File: config.mk
export PLATFORM = sky130hd
export DESIGN_NAME = hazard_control_unit_flat
export DESIGN_NICKNAME = d
export VERILOG_FILES = /design/src/rtl/mips_pipe_pkg.sv /design/src/rtl/hazard_control_unit_if.sv /design/src/rtl/muldiv_busy_counter.sv /design/src/rtl/hazard_control_unit.sv /design/src/flat_wrapper.sv
export SDC_FILE = /design/constraint.sdc
export NUM_CORES = 1
export LEC_CHECK = 0
export CAP_MARGIN = 30
export CORE_MARGIN = 8
export CORE_UTILIZATION = 24
export DETAILED_ROUTE_END_ITERATION = 10
export GPL_TIMING_DRIVEN = 0
export HOLD_SLACK_MARGIN = 0.02
export PLACE_DENSITY = 0.62
export SYNTH_ARGS = -nofsm -noshare
export SYNTH_HDL_FRONTEND = slang
export SYNTH_SLANG_ARGS = --single-unit
File: constraint.sdc
create_clock -name clk -period 2.45 [get_ports clk]
set_input_delay 0.49 -clock clk [delete_from_list [all_inputs] [get_ports clk]]
set_output_delay 0.49 -clock clk [all_outputs]
set_load 0.1 [all_outputs]
File: src/rtl/mips_pipe_pkg.sv
// rtl/mips_pipe_pkg.sv - shared pipeline-control types and constants
package mips_pipe_pkg;

  typedef enum logic {
    RUN  = 1'b0,
    BUSY = 1'b1
  } muldiv_state_t;

  localparam int REG_ZERO               = 0;
  localparam int DEFAULT_MULDIV_LATENCY = 32;

endpackage

File: src/rtl/hazard_control_unit_if.sv
// rtl/hazard_control_unit_if.sv - ID-stage hazard inputs and stage-register controls
interface hazard_control_unit_if #(
  parameter int REG_ADDR_WIDTH = 5
);

  logic [REG_ADDR_WIDTH-1:0] id_rs;
  logic [REG_ADDR_WIDTH-1:0] id_rt;
  logic                      id_uses_rs;
  logic                      id_uses_rt;
  logic                      id_uses_hilo;
  logic                      id_muldiv_start;
  logic                      id_jump;
  logic                      ex_mem_read;
  logic [REG_ADDR_WIDTH-1:0] ex_rt;
  logic                      mem_branch_taken;

  logic                      pc_write;
  logic                      if_id_write;
  logic                      if_id_flush;
  logic                      id_ex_flush;
  logic                      ex_mem_flush;
  logic                      muldiv_busy;
  logic                      muldiv_done;

  modport master (
    output id_rs, id_rt, id_uses_rs, id_uses_rt, id_uses_hilo, id_muldiv_start,
           id_jump, ex_mem_read, ex_rt, mem_branch_taken,
    input  pc_write, if_id_write, if_id_flush, id_ex_flush, ex_mem_flush,
           muldiv_busy, muldiv_done
  );

  modport slave (
    input  id_rs, id_rt, id_uses_rs, id_uses_rt, id_uses_hilo, id_muldiv_start,
           id_jump, ex_mem_read, ex_rt, mem_branch_taken,
    output pc_write, if_id_write, if_id_flush, id_ex_flush, ex_mem_flush,
           muldiv_busy, muldiv_done
  );

endinterface

File: src/rtl/muldiv_busy_counter.sv
// rtl/muldiv_busy_counter.sv - mult/div occupancy FSM with 8-bit countdown
module muldiv_busy_counter
  import mips_pipe_pkg::*;
#(
  parameter int MULDIV_LATENCY = DEFAULT_MULDIV_LATENCY
) (
  input  logic clk,
  input  logic reset,
  input  logic start,
  output logic busy,
  output logic zero,
  output logic done
);

  localparam logic [7:0] RELOAD = 8'(MULDIV_LATENCY - 1);

  muldiv_state_t state, state_next;
  logic [7:0]    count, count_next;

  always_ff @(posedge clk or posedge reset) begin
    if (reset) begin
      state <= RUN;
      count <= 8'd0;
    end else begin
      state <= state_next;
      count <= count_next;
    end
  end

  // start is only raised by the parent when the unit is idle or finishing,
  // so a nonzero countdown never sees a reload.
  always_comb begin
    state_next = state;
    count_next = count;
    case (state)
      RUN: begin
        if (start) begin
          state_next = BUSY;
          count_next = RELOAD;
        end
      end
      BUSY: begin
        if (count == 8'd0) begin
          if (start) begin
            count_next = RELOAD;
          end else begin
            state_next = RUN;
          end
        end else begin
          count_next = count - 8'd1;
        end
      end
      default: begin
        state_next = RUN;
        count_next = 8'd0;
      end
    endcase
  end

  assign busy = (state == BUSY);
  assign zero = (count == 8'd0);
  assign done = busy && zero;

endmodule

File: src/rtl/hazard_control_unit.sv
// rtl/hazard_control_unit.sv - pipeline stall/flush sequencer; option HAZARD_PERF_COUNTERS_EN
module hazard_control_unit
  import mips_pipe_pkg::*;
#(
  parameter int MULDIV_LATENCY = DEFAULT_MULDIV_LATENCY,
  parameter int REG_ADDR_WIDTH = 5
) (
  input  logic                 clk,
  input  logic                 reset,
`ifdef HAZARD_PERF_COUNTERS_EN
  output logic [31:0]          perf_lu_stalls,
  output logic [31:0]          perf_md_stalls,
  output logic [31:0]          perf_flushes,
`endif
  hazard_control_unit_if.slave bus
);

  logic load_use;
  logic md_hazard;
  logic md_busy;
  logic md_zero;
  logic md_done;
  logic md_start;
  logic pc_write;
  logic if_id_write;
  logic if_id_flush;
  logic id_ex_flush;
  logic ex_mem_flush;

  assign load_use = bus.ex_mem_read
                 && (bus.ex_rt != REG_ADDR_WIDTH'(REG_ZERO))
                 && ((bus.id_uses_rs && (bus.id_rs == bus.ex_rt))
                  || (bus.id_uses_rt && (bus.id_rt == bus.ex_rt)));

  // On the final countdown cycle the result is forwarded, so no stall.
  assign md_hazard = md_busy && (bus.id_uses_hilo || bus.id_muldiv_start) && !md_zero;

  always_comb begin
    pc_write     = 1'b1;
    if_id_write  = 1'b1;
    if_id_flush  = 1'b0;
    id_ex_flush  = 1'b0;
    ex_mem_flush = 1'b0;
    md_start     = 1'b0;
    if (reset) begin
      pc_write     = 1'b0;
      if_id_write  = 1'b0;
      if_id_flush  = 1'b1;
      id_ex_flush  = 1'b1;
      ex_mem_flush = 1'b1;
    end else if (bus.mem_branch_taken) begin
      if_id_flush  = 1'b1;
      id_ex_flush  = 1'b1;
      ex_mem_flush = 1'b1;
    end else if (md_hazard || load_use) begin
      pc_write    = 1'b0;
      if_id_write = 1'b0;
      id_ex_flush = 1'b1;
    end else if (bus.id_jump) begin
      if_id_flush = 1'b1;
    end else begin
      md_start = bus.id_muldiv_start;
    end
  end

  muldiv_busy_counter #(
    .MULDIV_LATENCY (MULDIV_LATENCY)
  ) u_busy_counter (
    .clk   (clk),
    .reset (reset),
    .start (md_start),
    .busy  (md_busy),
    .zero  (md_zero),
    .done  (md_done)
  );

  assign bus.pc_write     = pc_write;
  assign bus.if_id_write  = if_id_write;
  assign bus.if_id_flush  = if_id_flush;
  assign bus.id_ex_flush  = id_ex_flush;
  assign bus.ex_mem_flush = ex_mem_flush;
  assign bus.muldiv_busy  = md_busy;
  assign bus.muldiv_done  = md_done;

`ifdef HAZARD_PERF_COUNTERS_EN
  always_ff @(posedge clk or posedge reset) begin
    if (reset) begin
      perf_lu_stalls <= 32'd0;
      perf_md_stalls <= 32'd0;
      perf_flushes   <= 32'd0;
    end else begin
      if (!bus.mem_branch_taken && !md_hazard && load_use) begin
        perf_lu_stalls <= perf_lu_stalls + 32'd1;
      end
      if (!bus.mem_branch_taken && md_hazard) begin
        perf_md_stalls <= perf_md_stalls + 32'd1;
      end
      if (bus.mem_branch_taken) begin
        perf_flushes <= perf_flushes + 32'd1;
      end
    end
  end
`endif

endmodule
File: src/flat_wrapper.sv
// flat-port wrapper written by rule: the top's interface ports become plain ports
module hazard_control_unit_flat import mips_pipe_pkg::*;
#(
  parameter int MULDIV_LATENCY = DEFAULT_MULDIV_LATENCY,
  parameter int REG_ADDR_WIDTH = 5
)
  (clk, reset, bus_id_rs, bus_id_rt, bus_id_uses_rs, bus_id_uses_rt, bus_id_uses_hilo, bus_id_muldiv_start, bus_id_jump, bus_ex_mem_read, bus_ex_rt, bus_mem_branch_taken, bus_pc_write, bus_if_id_write, bus_if_id_flush, bus_id_ex_flush, bus_ex_mem_flush, bus_muldiv_busy, bus_muldiv_done);
  hazard_control_unit_if #(.REG_ADDR_WIDTH(REG_ADDR_WIDTH)) bus_i ();
  input  logic clk;
  input  logic reset;
  input wire logic [$bits(bus_i.id_rs)-1:0] bus_id_rs;
  input wire logic [$bits(bus_i.id_rt)-1:0] bus_id_rt;
  input wire logic [$bits(bus_i.id_uses_rs)-1:0] bus_id_uses_rs;
  input wire logic [$bits(bus_i.id_uses_rt)-1:0] bus_id_uses_rt;
  input wire logic [$bits(bus_i.id_uses_hilo)-1:0] bus_id_uses_hilo;
  input wire logic [$bits(bus_i.id_muldiv_start)-1:0] bus_id_muldiv_start;
  input wire logic [$bits(bus_i.id_jump)-1:0] bus_id_jump;
  input wire logic [$bits(bus_i.ex_mem_read)-1:0] bus_ex_mem_read;
  input wire logic [$bits(bus_i.ex_rt)-1:0] bus_ex_rt;
  input wire logic [$bits(bus_i.mem_branch_taken)-1:0] bus_mem_branch_taken;
  output wire logic [$bits(bus_i.pc_write)-1:0] bus_pc_write;
  output wire logic [$bits(bus_i.if_id_write)-1:0] bus_if_id_write;
  output wire logic [$bits(bus_i.if_id_flush)-1:0] bus_if_id_flush;
  output wire logic [$bits(bus_i.id_ex_flush)-1:0] bus_id_ex_flush;
  output wire logic [$bits(bus_i.ex_mem_flush)-1:0] bus_ex_mem_flush;
  output wire logic [$bits(bus_i.muldiv_busy)-1:0] bus_muldiv_busy;
  output wire logic [$bits(bus_i.muldiv_done)-1:0] bus_muldiv_done;
  assign bus_i.id_rs = bus_id_rs;
  assign bus_i.id_rt = bus_id_rt;
  assign bus_i.id_uses_rs = bus_id_uses_rs;
  assign bus_i.id_uses_rt = bus_id_uses_rt;
  assign bus_i.id_uses_hilo = bus_id_uses_hilo;
  assign bus_i.id_muldiv_start = bus_id_muldiv_start;
  assign bus_i.id_jump = bus_id_jump;
  assign bus_i.ex_mem_read = bus_ex_mem_read;
  assign bus_i.ex_rt = bus_ex_rt;
  assign bus_i.mem_branch_taken = bus_mem_branch_taken;
  assign bus_pc_write = bus_i.pc_write;
  assign bus_if_id_write = bus_i.if_id_write;
  assign bus_if_id_flush = bus_i.if_id_flush;
  assign bus_id_ex_flush = bus_i.id_ex_flush;
  assign bus_ex_mem_flush = bus_i.ex_mem_flush;
  assign bus_muldiv_busy = bus_i.muldiv_busy;
  assign bus_muldiv_done = bus_i.muldiv_done;
  hazard_control_unit #(.MULDIV_LATENCY(MULDIV_LATENCY), .REG_ADDR_WIDTH(REG_ADDR_WIDTH)) u_core (.clk(clk), .reset(reset), .bus(bus_i));
endmodule
==> metrics <==
status finished, violations left; violated checks setup timing; first-pass GRT wire length 3620 microns; Die ar. 0.00498 sq mm; Residual DRC 0; routability congestion estimate 0.735; Fill cells 299; Critical Path, Cell by Cell clkdlybuf4s50_1 > xnor2_1 > nand4_1 > o22ai_4 > a21oi_2 > o21a_4 > buf_12 > buf_16; Int Power 0.000297 W; crit path capture type output port; Cells after Synth 80; Synth Warn # 0; Detailed Routing Iterations Pass 1 4; CTS tree built; register clock-pin slew on the reported worst setup and hold paths 60 ps; R2R Setup Slk 450 ps; relative slew slack 0.352; R2R Path End u_core.u_busy_counter.count[0]$_DFF_PP0_; worst setup margin -143 ps; GR Overflow Total 0; number of DRC markers in iteration 0 19; Die Ht 70.6 microns; CTS buffer count 3; leakage 0.517 nW; hold_buf cts 0; total track usage 0.0896; clk_lat worst skew 260 ps; CTS sink count 9; Post-Syn Nets 105; sw frac 0.307; Startpoint Class primary input; Vias/cell 4.69; largest net degree at the start of global routing 11; pwr/cell area 331 mW/mm^2; area grow syn2layout 81.1%; area of placed instances 0.00110 sq mm; Fin. Hold Viols 0; n_diodes 0; Net Switching 0.000132 W; register area 226 sq um; worst path arrival time 2100 ps; Finished Cell Area 0.00129 sq mm; Crit Path Category in2out; syn_area_per_cell 8.93 sq um; RR Startpoint u_core.u_busy_counter.count[7]$_DFF_PP0_; Syn Std Cell Area 714 sq um; Root Buffer clkbuf_4; Tightest Pin Transition 969 ps; Final Setup Violations 4; fraction of layout cells with a size suffix above 1 0.349; unique cell type count in the Yosys netlist 32; Achievable Freq 386 MHz; post-layout util 0.438; Clock Path Buffers 2; Seq pwr share 0.370; Final Skew 1.41 ps; Critical Path Fanout Max 3; CP max stage cell clkdlybuf4s50_1; Req. time, crit path 1960 ps; row count 20; vias in the first global route 828; Tmin final 2590 ps; Vias 759; logic gate share of total power 0.362; ANT nets after route 0; final worst path period share 1.06; Slew Limit Fails 0; Routed WL 2080 microns; R2R depth 7; Die W 70.6 microns; Yosys reg bits 9; Worst VDD drop 0.264 mV; core area 0.00295 sq mm; initial antenna violation count 0; Slowest Stage Delay on Critical Path 470 ps; Clk pwr share 0.269; register area share after synthesis 0.315; I/O pins 31; Max Cap Violations 0; dpl hpwl 1610 microns; Nets 155; H-tree lvl count 1; HP Class in2async; I/O Buffers 30; Initial Util 0.242; RSZ-0062 raised after global routing true; wire length per cell 12.8 microns; Multi-input gate area 509 sq um
sequential cells by signal, summed over array words and instances, names as in the netlist:
signal	count
u_core.u_busy_counter.count	8
u_core.u_busy_counter.busy	1
kinds of logic after synthesis:
family	synth area share
flops	0.315
xor+xnor	0.135
simple gates	0.217
fa+ha+maj	0.0175
compound gates	0.252
mux	0.0210
buf+inv	0.0420
cell usage in the layout (no fill, tap or decap), drive strengths merged, types with 3 or more instances in the layout:
cell	Yosys	layout
dfrtp	9	9
nor2	9	9
o21a	3	3
a21oi	5	5
nand2	7	7
clkdlybuf4s50	0	20
xnor2	11	11
inv	5	5
clkbuf	1	6
a21o	3	3
buf	1	22
layer usage:
layer,routed length (microns),global-route usage,vias to the layer above
met5,0,0,-
met4,19,0.0139,0
met3,137,0.0452,2
met2,1090,0.162,19
met1,832,0.0914,352
li1,-,-,386
power by group through the flow:
stage	combinational, W	clock, W	sequential (W)
after floorplan	0.0000778	0	0.000161
after global placement	0.000133	0	0.000161
after detailed placement	0.000134	0	0.000162
after CTS	0.000152	0.000119	0.000158
after global routing	0.000165	0.000129	0.000159
final	0.000155	0.000115	0.000158
what timing repair did:
| item | CTS | global route |
|---|---|---|
| cloned | 0 | 0 |
| gates resized for setup | 59 | 2 |
| setup buffers | 10 | 5 |
| setup endpoints to repair | 6 | 5 |
| pin swaps | 9 | 4 |
metrics by stage:
stage | power (W) | instances | worst slack [ps] | setup TNS, ps | hold WS [ps]
after floorplan | 0.000238 | 80 | -35.2 | -35.2 | 334
after global placement | 0.000294 | 143 | -1410 | -5700 | 548
after detailed placement | 0.000296 | 143 | -1420 | -5770 | 550
after CTS | 0.000430 | 157 | -141 | -317 | 564
after global routing | 0.000453 | 162 | -210 | -576 | 599
final | 0.000428 | 162 | -143 | -283 | 564
cell usage after synthesis, drive strengths merged:
library cell,count,area [sq um]
xnor2,11,96.3
dfrtp,9,225
nor2,9,33.8
nand2,7,26.3
a21oi,5,25.0
inv,5,18.8
a21o,3,22.5
o21a,3,22.5
a22o,2,17.5
nand4,2,12.5
nor3,2,10.0
nor4,2,12.5
o211ai,2,20.0
o21ai,2,21.3
or4,2,18.8
a22oi,1,12.5
a2bb2oi,1,8.76
and2,1,8.76
buf,1,7.51
clkbuf,1,3.75
ha,1,12.5
mux2,1,15.0
nand3,1,5.00
nand3b,1,7.51
nand4b,1,8.76
o22ai,1,12.5
o311ai,1,8.76
o31a,1,8.76
or3b,1,11.3
worst max-delay path by stage:
stage / from / to / slack, ps / cells past startpoint
after floorplan: bus_ex_rt[0] / bus_pc_write / -40 / 5
after global placement: bus_ex_rt[0] / bus_pc_write / -1410 / 7
after detailed placement: bus_ex_rt[0] / bus_pc_write / -1420 / 7
after CTS: u_core.u_busy_counter.count[0]$_DFF_PP0_ / bus_pc_write / -140 / 9
after global routing: u_core.u_busy_counter.count[7]$_DFF_PP0_ / bus_pc_write / -210 / 7
final: bus_id_rt[2] / bus_pc_write / -140 / 8
worst max-delay path, delay by kind of cell:
kind | cells | cell delay (ps)
buf+inv | 3 | 740
compound gates | 3 | 560
simple gates | 1 | 170
xor+xnor | 1 | 120
area by class of cell:
type,count,area share
Multi-Input combinational cell,64,0.394
Timing Repair Buffer,45,0.346
Sequential cell,9,0.175
Tap cell,33,0.0319
Clock buffer,4,0.0203
Buffer,2,0.0184
Inverter,5,0.0145
No activity file was read; power rests on OpenSTA's default activity.
